[config.mk]
export PLATFORM = sky130hd
export DESIGN_NAME = mdu_iter_flat
export DESIGN_NICKNAME = d
export VERILOG_FILES = /design/src/rtl/mdu_iter_pkg.sv /design/src/rtl/mdu_iter_if.sv /design/src/rtl/mdu_div_core.sv /design/src/rtl/mdu_iter.sv /design/src/flat_wrapper.sv
export SDC_FILE = /design/constraint.sdc
export NUM_CORES = 2
export LEC_CHECK = 0
export CORE_MARGIN = 5
export CORE_UTILIZATION = 35
export DETAILED_ROUTE_END_ITERATION = 7
export PLACE_DENSITY_LB_ADDON = 0.2
export SYNTH_ARGS = -nofsm -noshare
export SYNTH_HDL_FRONTEND = slang
export SYNTH_SLANG_ARGS = --single-unit
export TNS_END_PERCENT = 100
[constraint.sdc]
create_clock -name clk -period 6.1 [get_ports clk]
set_clock_uncertainty 0.15 [all_clocks]
set_input_delay 0.61 -clock clk [delete_from_list [all_inputs] [get_ports clk]]
set_output_delay 0.61 -clock clk [all_outputs]
set_load 0.03 [all_outputs]
[src/rtl/mdu_iter_pkg.sv]
// Shared definitions for the mdu_iter multiply/divide unit: op encodings,
// FSM state encoding and small op-classification helpers.
package mdu_iter_pkg;

  localparam int MDU_OP_W = 3;

  typedef enum logic [MDU_OP_W-1:0] {
    OP_MULT  = 3'd0,
    OP_MULTU = 3'd1,
    OP_DIV   = 3'd2,
    OP_DIVU  = 3'd3,
    OP_MADD  = 3'd4,
    OP_MADDU = 3'd5,
    OP_MSUB  = 3'd6,
    OP_MSUBU = 3'd7
  } mdu_op_e;

  typedef enum logic [1:0] {
    S_IDLE = 2'd0,
    S_MUL  = 2'd1,
    S_DIV  = 2'd2,
    S_FIX  = 2'd3
  } mdu_state_e;

  function automatic logic is_div_op(input logic [MDU_OP_W-1:0] op);
    return (op[2:1] == 2'b01);
  endfunction

  // Even encodings are the signed flavours: MULT, DIV, MADD, MSUB.
  function automatic logic is_signed_op(input logic [MDU_OP_W-1:0] op);
    return ~op[0];
  endfunction

  function automatic logic is_acc_op(input logic [MDU_OP_W-1:0] op);
    return op[2];
  endfunction

endpackage

[src/rtl/mdu_iter_if.sv]
// Request/response bundle between the EX stage (master) and mdu_iter (slave).
interface mdu_iter_if #(
  parameter int WIDTH = 32
);
  import mdu_iter_pkg::*;

  logic                  start;
  logic [MDU_OP_W-1:0]   op;
  logic [WIDTH-1:0]      a;
  logic [WIDTH-1:0]      b;
  logic [2*WIDTH-1:0]    hilo_in;
  logic                  cancel;
  logic                  busy;
  logic                  hilo_we;
  logic [2*WIDTH-1:0]    hilo_out;
  logic                  div_by_zero;

  modport master (
    output start, op, a, b, hilo_in, cancel,
    input  busy, hilo_we, hilo_out, div_by_zero
  );

  modport slave (
    input  start, op, a, b, hilo_in, cancel,
    output busy, hilo_we, hilo_out, div_by_zero
  );

endinterface

[src/rtl/mdu_div_core.sv]
// Iterative unsigned restoring divider, one quotient bit per cycle.
// The first iteration is folded into the load cycle; done marks the final iteration.
module mdu_div_core #(
  parameter int WIDTH = 32
) (
  input  logic             clk,
  input  logic             resetn,
  input  logic             start,
  input  logic [WIDTH-1:0] dividend,
  input  logic [WIDTH-1:0] divisor,
  output logic             done,
  output logic [WIDTH-1:0] quotient,
  output logic [WIDTH-1:0] remainder
);

  localparam int CNT_W = $clog2(WIDTH);
  localparam logic [CNT_W-1:0] CNT_LAST = CNT_W'(WIDTH - 1);

  logic [CNT_W-1:0] cnt_q;
  logic             running_q;
  logic [WIDTH-1:0] div_q, rem_q, quo_q;
  logic [WIDTH-1:0] src_rem, src_quo, src_div;
  logic [WIDTH:0]   partial, diff;
  logic [WIDTH-1:0] rem_d, quo_d;

  // NOTE: every output of this always_comb is assigned on every path, so no latch is inferred.
  always_comb begin
    src_rem = start ? '0 : rem_q;
    src_quo = start ? dividend : quo_q;
    src_div = start ? divisor : div_q;
    partial = {src_rem, src_quo[WIDTH-1]};
    diff    = partial - {1'b0, src_div};
    // A borrow out of the trial subtraction restores the partial remainder.
    if (diff[WIDTH]) begin
      rem_d = partial[WIDTH-1:0];
      quo_d = {src_quo[WIDTH-2:0], 1'b0};
    end else begin
      rem_d = diff[WIDTH-1:0];
      quo_d = {src_quo[WIDTH-2:0], 1'b1};
    end
  end

  assign done = running_q && (cnt_q == CNT_LAST);

  // NOTE: state registers use non-blocking assignments so all flops update together at the edge.
  always_ff @(posedge clk or negedge resetn) begin
    if (!resetn) begin
      cnt_q     <= '0;
      running_q <= 1'b0;
      div_q     <= '0;
      rem_q     <= '0;
      quo_q     <= '0;
    end else if (start) begin
      cnt_q     <= CNT_W'(1);
      running_q <= 1'b1;
      div_q     <= divisor;
      rem_q     <= rem_d;
      quo_q     <= quo_d;
    end else if (running_q) begin
      rem_q <= rem_d;
      quo_q <= quo_d;
      if (done) begin
        cnt_q     <= '0;
        running_q <= 1'b0;
      end else begin
        cnt_q <= cnt_q + CNT_W'(1);
      end
    end
  end

  assign quotient  = quo_q;
  assign remainder = rem_q;

endmodule

[src/rtl/mdu_iter.sv]
// mdu_iter: multi-cycle multiply/divide unit producing {HI,LO} for the EX stage.
// Define MDU_MADD_EN to enable the MADD/MADDU/MSUB/MSUBU accumulate ops (op 4..7).
module mdu_iter
  import mdu_iter_pkg::*;
#(
  parameter int WIDTH      = 32,
  parameter int MUL_CYCLES = 2
) (
  input  logic       clk,
  input  logic       resetn,
  mdu_iter_if.slave  io
);

  localparam int DW    = 2 * WIDTH;
  localparam int CNT_W = (MUL_CYCLES > 1) ? $clog2(MUL_CYCLES) : 1;
  localparam logic [CNT_W-1:0] MUL_LAST = CNT_W'(MUL_CYCLES - 1);

  mdu_state_e          state_q, state_d;
  logic [CNT_W-1:0]    cnt_q, cnt_d;
  logic [MDU_OP_W-1:0] op_q;
  logic [WIDTH-1:0]    a_q, b_q;
  logic [DW-1:0]       hilo_out_q;
  logic                hilo_we_q, dz_q;

  logic                write_en, write_dz;
  logic [DW-1:0]       write_val;
  logic                op_ok, accept;
  logic [DW-1:0]       ext_a, ext_b, prod_in, mul_tap, mul_result;
  logic                div_start, div_done;
  logic [WIDTH-1:0]    div_dividend, div_divisor, div_quo, div_rem;
  logic [WIDTH-1:0]    quo_fix, rem_fix;

`ifdef MDU_MADD_EN
  logic [DW-1:0]       hilo_q;
  assign op_ok = 1'b1;
`else
  // Accumulate encodings fall through as a one-cycle NOP.
  assign op_ok = ~is_acc_op(io.op);
`endif

  assign accept = (state_q == S_IDLE) && io.start && !io.cancel && op_ok;

  // The product is formed from the live operands in the start cycle and then delayed.
  assign ext_a   = is_signed_op(io.op) ? {{WIDTH{io.a[WIDTH-1]}}, io.a} : {{WIDTH{1'b0}}, io.a};
  assign ext_b   = is_signed_op(io.op) ? {{WIDTH{io.b[WIDTH-1]}}, io.b} : {{WIDTH{1'b0}}, io.b};
  assign prod_in = ext_a * ext_b;

  if (MUL_CYCLES == 1) begin : g_mul_direct
    assign mul_tap = prod_in;
  end else begin : g_mul_pipe
    logic [DW-1:0] pipe_q [MUL_CYCLES-1];
    // NOTE: the delay line holds data only and is left unreset; hilo_we alone qualifies it.
    always_ff @(posedge clk) begin
      pipe_q[0] <= prod_in;
      for (int i = 1; i < MUL_CYCLES - 1; i++) pipe_q[i] <= pipe_q[i-1];
    end
    assign mul_tap = pipe_q[MUL_CYCLES-2];
  end

`ifdef MDU_MADD_EN
  logic [MDU_OP_W-1:0] acc_op;
  logic [DW-1:0]       acc_base;
  // With a single-cycle multiply the result is written from the start cycle itself.
  assign acc_op   = (MUL_CYCLES == 1) ? io.op : op_q;
  assign acc_base = (MUL_CYCLES == 1) ? io.hilo_in : hilo_q;

  always_comb begin
    mul_result = mul_tap;
    if (is_acc_op(acc_op)) mul_result = acc_op[1] ? (acc_base - mul_tap) : (acc_base + mul_tap);
  end
`else
  assign mul_result = mul_tap;
`endif

  // Divider runs on magnitudes; signs are restored in FIX.
  assign div_dividend = (is_signed_op(io.op) && io.a[WIDTH-1]) ? -io.a : io.a;
  assign div_divisor  = (is_signed_op(io.op) && io.b[WIDTH-1]) ? -io.b : io.b;
  assign div_start    = accept && is_div_op(io.op);

  mdu_div_core #(
    .WIDTH (WIDTH)
  ) u_div (
    .clk       (clk),
    .resetn    (resetn),
    .start     (div_start),
    .dividend  (div_dividend),
    .divisor   (div_divisor),
    .done      (div_done),
    .quotient  (div_quo),
    .remainder (div_rem)
  );

  assign quo_fix = (is_signed_op(op_q) && (a_q[WIDTH-1] ^ b_q[WIDTH-1])) ? -div_quo : div_quo;
  assign rem_fix = (is_signed_op(op_q) && a_q[WIDTH-1]) ? -div_rem : div_rem;

  always_comb begin
    state_d   = state_q;
    cnt_d     = cnt_q;
    write_en  = 1'b0;
    write_dz  = 1'b0;
    write_val = mul_result;
    unique case (state_q)
      S_IDLE: begin
        if (accept) begin
          if (is_div_op(io.op)) begin
            state_d = S_DIV;
          end else if (MUL_CYCLES == 1) begin
            write_en = 1'b1;
          end else begin
            state_d = S_MUL;
            cnt_d   = CNT_W'(1);
          end
        end
      end
      S_MUL: begin
        if (io.cancel) begin
          state_d = S_IDLE;
        end else if (cnt_q == MUL_LAST) begin
          write_en = 1'b1;
          state_d  = S_IDLE;
        end else begin
          cnt_d = cnt_q + CNT_W'(1);
        end
      end
      S_DIV: begin
        if (io.cancel)    state_d = S_IDLE;
        else if (div_done) state_d = S_FIX;
      end
      S_FIX: begin
        if (io.cancel) begin
          state_d = S_IDLE;
        end else begin
          write_en = 1'b1;
          state_d  = S_IDLE;
          // Divide by zero reports HI=a, LO=all ones instead of the raw divider output.
          if (b_q == '0) begin
            write_val = {a_q, {WIDTH{1'b1}}};
            write_dz  = 1'b1;
          end else begin
            write_val = {rem_fix, quo_fix};
          end
        end
      end
      default: state_d = S_IDLE;
    endcase
  end

  always_ff @(posedge clk or negedge resetn) begin
    if (!resetn) begin
      state_q    <= S_IDLE;
      cnt_q      <= '0;
      op_q       <= '0;
      a_q        <= '0;
      b_q        <= '0;
      hilo_out_q <= '0;
      hilo_we_q  <= 1'b0;
      dz_q       <= 1'b0;
`ifdef MDU_MADD_EN
      hilo_q     <= '0;
`endif
    end else begin
      state_q   <= state_d;
      cnt_q     <= cnt_d;
      hilo_we_q <= write_en;
      dz_q      <= write_dz;
      if (write_en) hilo_out_q <= write_val;
      if (accept) begin
        op_q <= io.op;
        a_q  <= io.a;
        b_q  <= io.b;
`ifdef MDU_MADD_EN
        hilo_q <= io.hilo_in;
`endif
      end
    end
  end

  assign io.busy        = (state_q != S_IDLE);
  assign io.hilo_we     = hilo_we_q;
  assign io.hilo_out    = hilo_out_q;
  assign io.div_by_zero = dz_q;

endmodule
[src/flat_wrapper.sv]
// flat-port wrapper written by rule: the top's interface ports become plain ports
module mdu_iter_flat import mdu_iter_pkg::*;
#(
  parameter int WIDTH      = 32,
  parameter int MUL_CYCLES = 2
)
  (clk, resetn, io_start, io_op, io_a, io_b, io_hilo_in, io_cancel, io_busy, io_hilo_we, io_hilo_out, io_div_by_zero);
  mdu_iter_if #(.WIDTH(WIDTH)) io_i ();
  input  logic clk;
  input  logic resetn;
  input wire logic [$bits(io_i.start)-1:0] io_start;
  input wire logic [$bits(io_i.op)-1:0] io_op;
  input wire logic [$bits(io_i.a)-1:0] io_a;
  input wire logic [$bits(io_i.b)-1:0] io_b;
  input wire logic [$bits(io_i.hilo_in)-1:0] io_hilo_in;
  input wire logic [$bits(io_i.cancel)-1:0] io_cancel;
  output wire logic [$bits(io_i.busy)-1:0] io_busy;
  output wire logic [$bits(io_i.hilo_we)-1:0] io_hilo_we;
  output wire logic [$bits(io_i.hilo_out)-1:0] io_hilo_out;
  output wire logic [$bits(io_i.div_by_zero)-1:0] io_div_by_zero;
  assign io_i.start = io_start;
  assign io_i.op = io_op;
  assign io_i.a = io_a;
  assign io_i.b = io_b;
  assign io_i.hilo_in = io_hilo_in;
  assign io_i.cancel = io_cancel;
  assign io_busy = io_i.busy;
  assign io_hilo_we = io_i.hilo_we;
  assign io_hilo_out = io_i.hilo_out;
  assign io_div_by_zero = io_i.div_by_zero;
  mdu_iter #(.WIDTH(WIDTH), .MUL_CYCLES(MUL_CYCLES)) u_core (.clk(clk), .resetn(resetn), .io(io_i));
endmodule
==> summary.md <==
| Metric | Value |
|---|---|
| Register area share after synthesis | ~11% |
| Crit-path max cell delay | around 610 ps |
| Cell area after synthesis | approximately 0.064 mm^2 |
| Worst path required time | between 6000 and 7000 ps |
| Clk sinks | 300 |
| Global-route wire length before repair | roughly 360000 um |
| Cells after synthesis | around 7000 |
| R2r startpoint | u_core.state_q[0] |
| Min Hold Slack | about 290 ps |
| GRT Total Usage | between 20% and 30% |
| CP Launch Type | input pin |
| Vias in the first global route | approximately 55000 |
| Final net count | ~9600 |
| CP Capture Type | flip-flop |
| Max-cap violations | 0 |
| Syn nets | just under 9000 |
| Die area | about 0.19 mm^2 |
| Crit path from | io_a[31] |
| Vias post-DR | ~50000 |
| Violated checks | negative setup slack |
| Synth top area cells | fa_1, inv_1, dfrtp_1 |
| Number of synthesized register bits | 300 |
| Largest net degree at the start of global routing | slightly below 100 |
| Unrepaired setup endpoints after global routing | true |
| Most used cell, CP | fa_1 |
| DRC violations left | 0 |
| HP Class | in2reg |
| Clk root buf | clkbuf_16 |
| Initial Util | about a third |
| Biggest area consumer among synthesized cells | fa_1 |
| Clock Path Buffers | 3 |
| Final setup margin | -2340 ps |
| Placed Instance Area | ~0.075 mm^2 |
| Crit path kind | in2reg |
| Total gr overflow | 0 |
| GPL Wtd Cong | 0.932 |
| CTS tree | yes |
| Avg Synthesized Cell Area | 9.31 um^2 |
| Final HPWL from detailed placement | 191000 um |
| P&R area growth vs syn | 26.3% |
| Die width | around 440 um |
| Min-delay src | io_a[14] |
| Hold Fails Final Rpt | 0 |
| Slew Limit Fails | 0 |
| Reg clk slew, reported paths | roughly 60 ps |
| Worst slack, placed | -3470 ps |
| Max-slew headroom | 37.9% |
| Num CTS Buffers | 35 |
| Max H-tree Level | 2 |
| Placed cells | roughly 9900 |
| CP max stage cell | fa_2 |
| F_max | 0.118 GHz |
| Fin cells | 10100 |
| Post-Route WL | ~240000 um |
| Row cnt | roughly 160 |
| Primary FF master, synth | dfrtp_1 |
| Yosys top cell area share | between 40% and 50% |
| Routed vias/inst | roughly 5 |
| CORE AREA | about 0.18 mm^2 |
| TritonRoute pass-1 iters | 8 |
| Chip height | about 440 um |
| Synth cell types | 86 |
| Layout cells sized above 1 | 22.4% |
| Slew @ Worst Pin | ~930 ps |
| Fin area | about 0.08 mm^2 |
| Outcome | finished with violations |
| Most common cell after layout, fill and taps aside | inv_1 |
| Most frequent cells in the layout | inv_1, fa_1, buf_4, nand2_1, and2_1 |
| Initial antenna violation count | 21 |
| Port Buf Inserts | roughly 140 |
| Crit-path max FO | 8 |
| Final Cycle Share | 138% |
| Per-cell routed wire length | between 20 and 25 um |
| Endpoints failing setup | 52 |
| Ports | between 200 and 250 |
| Post-synth EDFFs | 0 |
| Antenna-violating nets left | 0 |
| Async SR Flop Fraction | about four fifths |
| Worst skew pair latency | 590 ps |
| DRT iter0 DRCs | 3359 |
| Synth Warn # | 0 |
| Min Tclk post-route | ~8400 ps |
| CP Data Arrival Time | ~8800 ps |
## final cells by class
type / count / area (um^2)
antenna: 10 / 25.0
clock buffer: 51 / 976
clock inverter: 11 / 153
fill: 17700 / 100000
inverter: 1601 / 6020
multi-input combinational: 4578 / 51400
sequential: 300 / 7190
tap: 2370 / 2970
timing repair buffer: 1194 / 12000
## through the flow
stage	setup TNS [ps]	utilization, %
after floorplan	-84360	-
after global placement	-159090	41.4
after detailed placement	-159130	41.4
after CTS	-83680	43.8
after global routing	-97370	44.5
final	-87190	44.6
## registers in the layout, indices dropped and copies added (netlist names)
signal,flops
u_core.a_q,32
u_core.u_div.div_q,32
u_core.io.hilo_out,64
u_core.u_div.quotient,32
u_core.g_mul_pipe.pipe_q,64
u_core.io.div_by_zero,1
u_core.u_div.remainder,32
u_core.b_q,32
u_core.cnt_q,1
u_core.state_q,2
u_core.u_div.running_q,1
u_core.u_div.cnt_q,5
u_core.op_q,1
u_core.io.hilo_we,1
## metal layers
layer / routed length (um) / global-route usage [%] / part of all wire (%) / vias up
li1: - / - / - / 22100
met1: 101000 / 33.5 / 42 / 26400
met2: 116000 / 42.7 / 48 / 1452
met3: 14500 / 3.18 / 6.0 / 355
met4: 9290 / 7.81 / 3.9 / 0
met5: 0 / 0 / 0 / -
## cell usage after synthesis (34+ instances only)
cell	number
inv_1	1601
fa_1	1414
nand2_1	743
and2_1	598
ha_1	354
clkbuf_1	321
dfrtp_1	236
nor2_1	205
o21ai_0	192
xnor2_1	174
a21oi_1	173
xor2_1	91
a21o_1	86
mux2_2	68
dfxtp_1	64
mux2i_1	47
buf_1	42
o22ai_1	35
nor3_1	34
## critical path, delay by kind of cell
kind / cells / cell delay, ps
simple gates: 5 / 690
fa+ha+maj: 11 / 5350
buf+inv: 11 / 1130
compound gates: 4 / 820
xor+xnor: 1 / 130
## cells by family after synthesis
| group | Yosys count | synth area share [%] |
|---|---|---|
| buffers and inverters | 1981 | 11.8 |
| adders and majority gates | 1768 | 51.2 |
| and+or+nand+nor | 1749 | 13.4 |
| AOI/OAI and AO/OA | 681 | 6.71 |
| DFF | 300 | 11.2 |
| xor gates and xnor gates | 265 | 3.63 |
| muxes | 115 | 1.93 |
## final timing paths
check	slack, ps	cells past startpoint	to
max reg2reg	1310	18	u_core.u_div.remainder[26]
max in group asynchronous	3990	3	u_core.u_div.remainder[20]
max	-2340	32	u_core.g_mul_pipe.pipe_q[0][62]
min	290	4	u_core.u_div.quotient[15]
min in group asynchronous	470	2	u_core.io.hilo_out[22]
min reg2reg	320	2	u_core.u_div.div_q[3]
## timing repair
action                                  4_1_cts  5_1_grt
pin swaps                                   204      159
gates cloned                                 28        9
endpoints found under the setup margin       54       58
gates resized for setup                     538      242
hold buffers                                  1        0
setup buffers                                82       48
hold endpoints to repair                     81        0
Power is not shown: default switching activity piles up to over one toggle a cycle in this logic, so the estimate is an artifact.
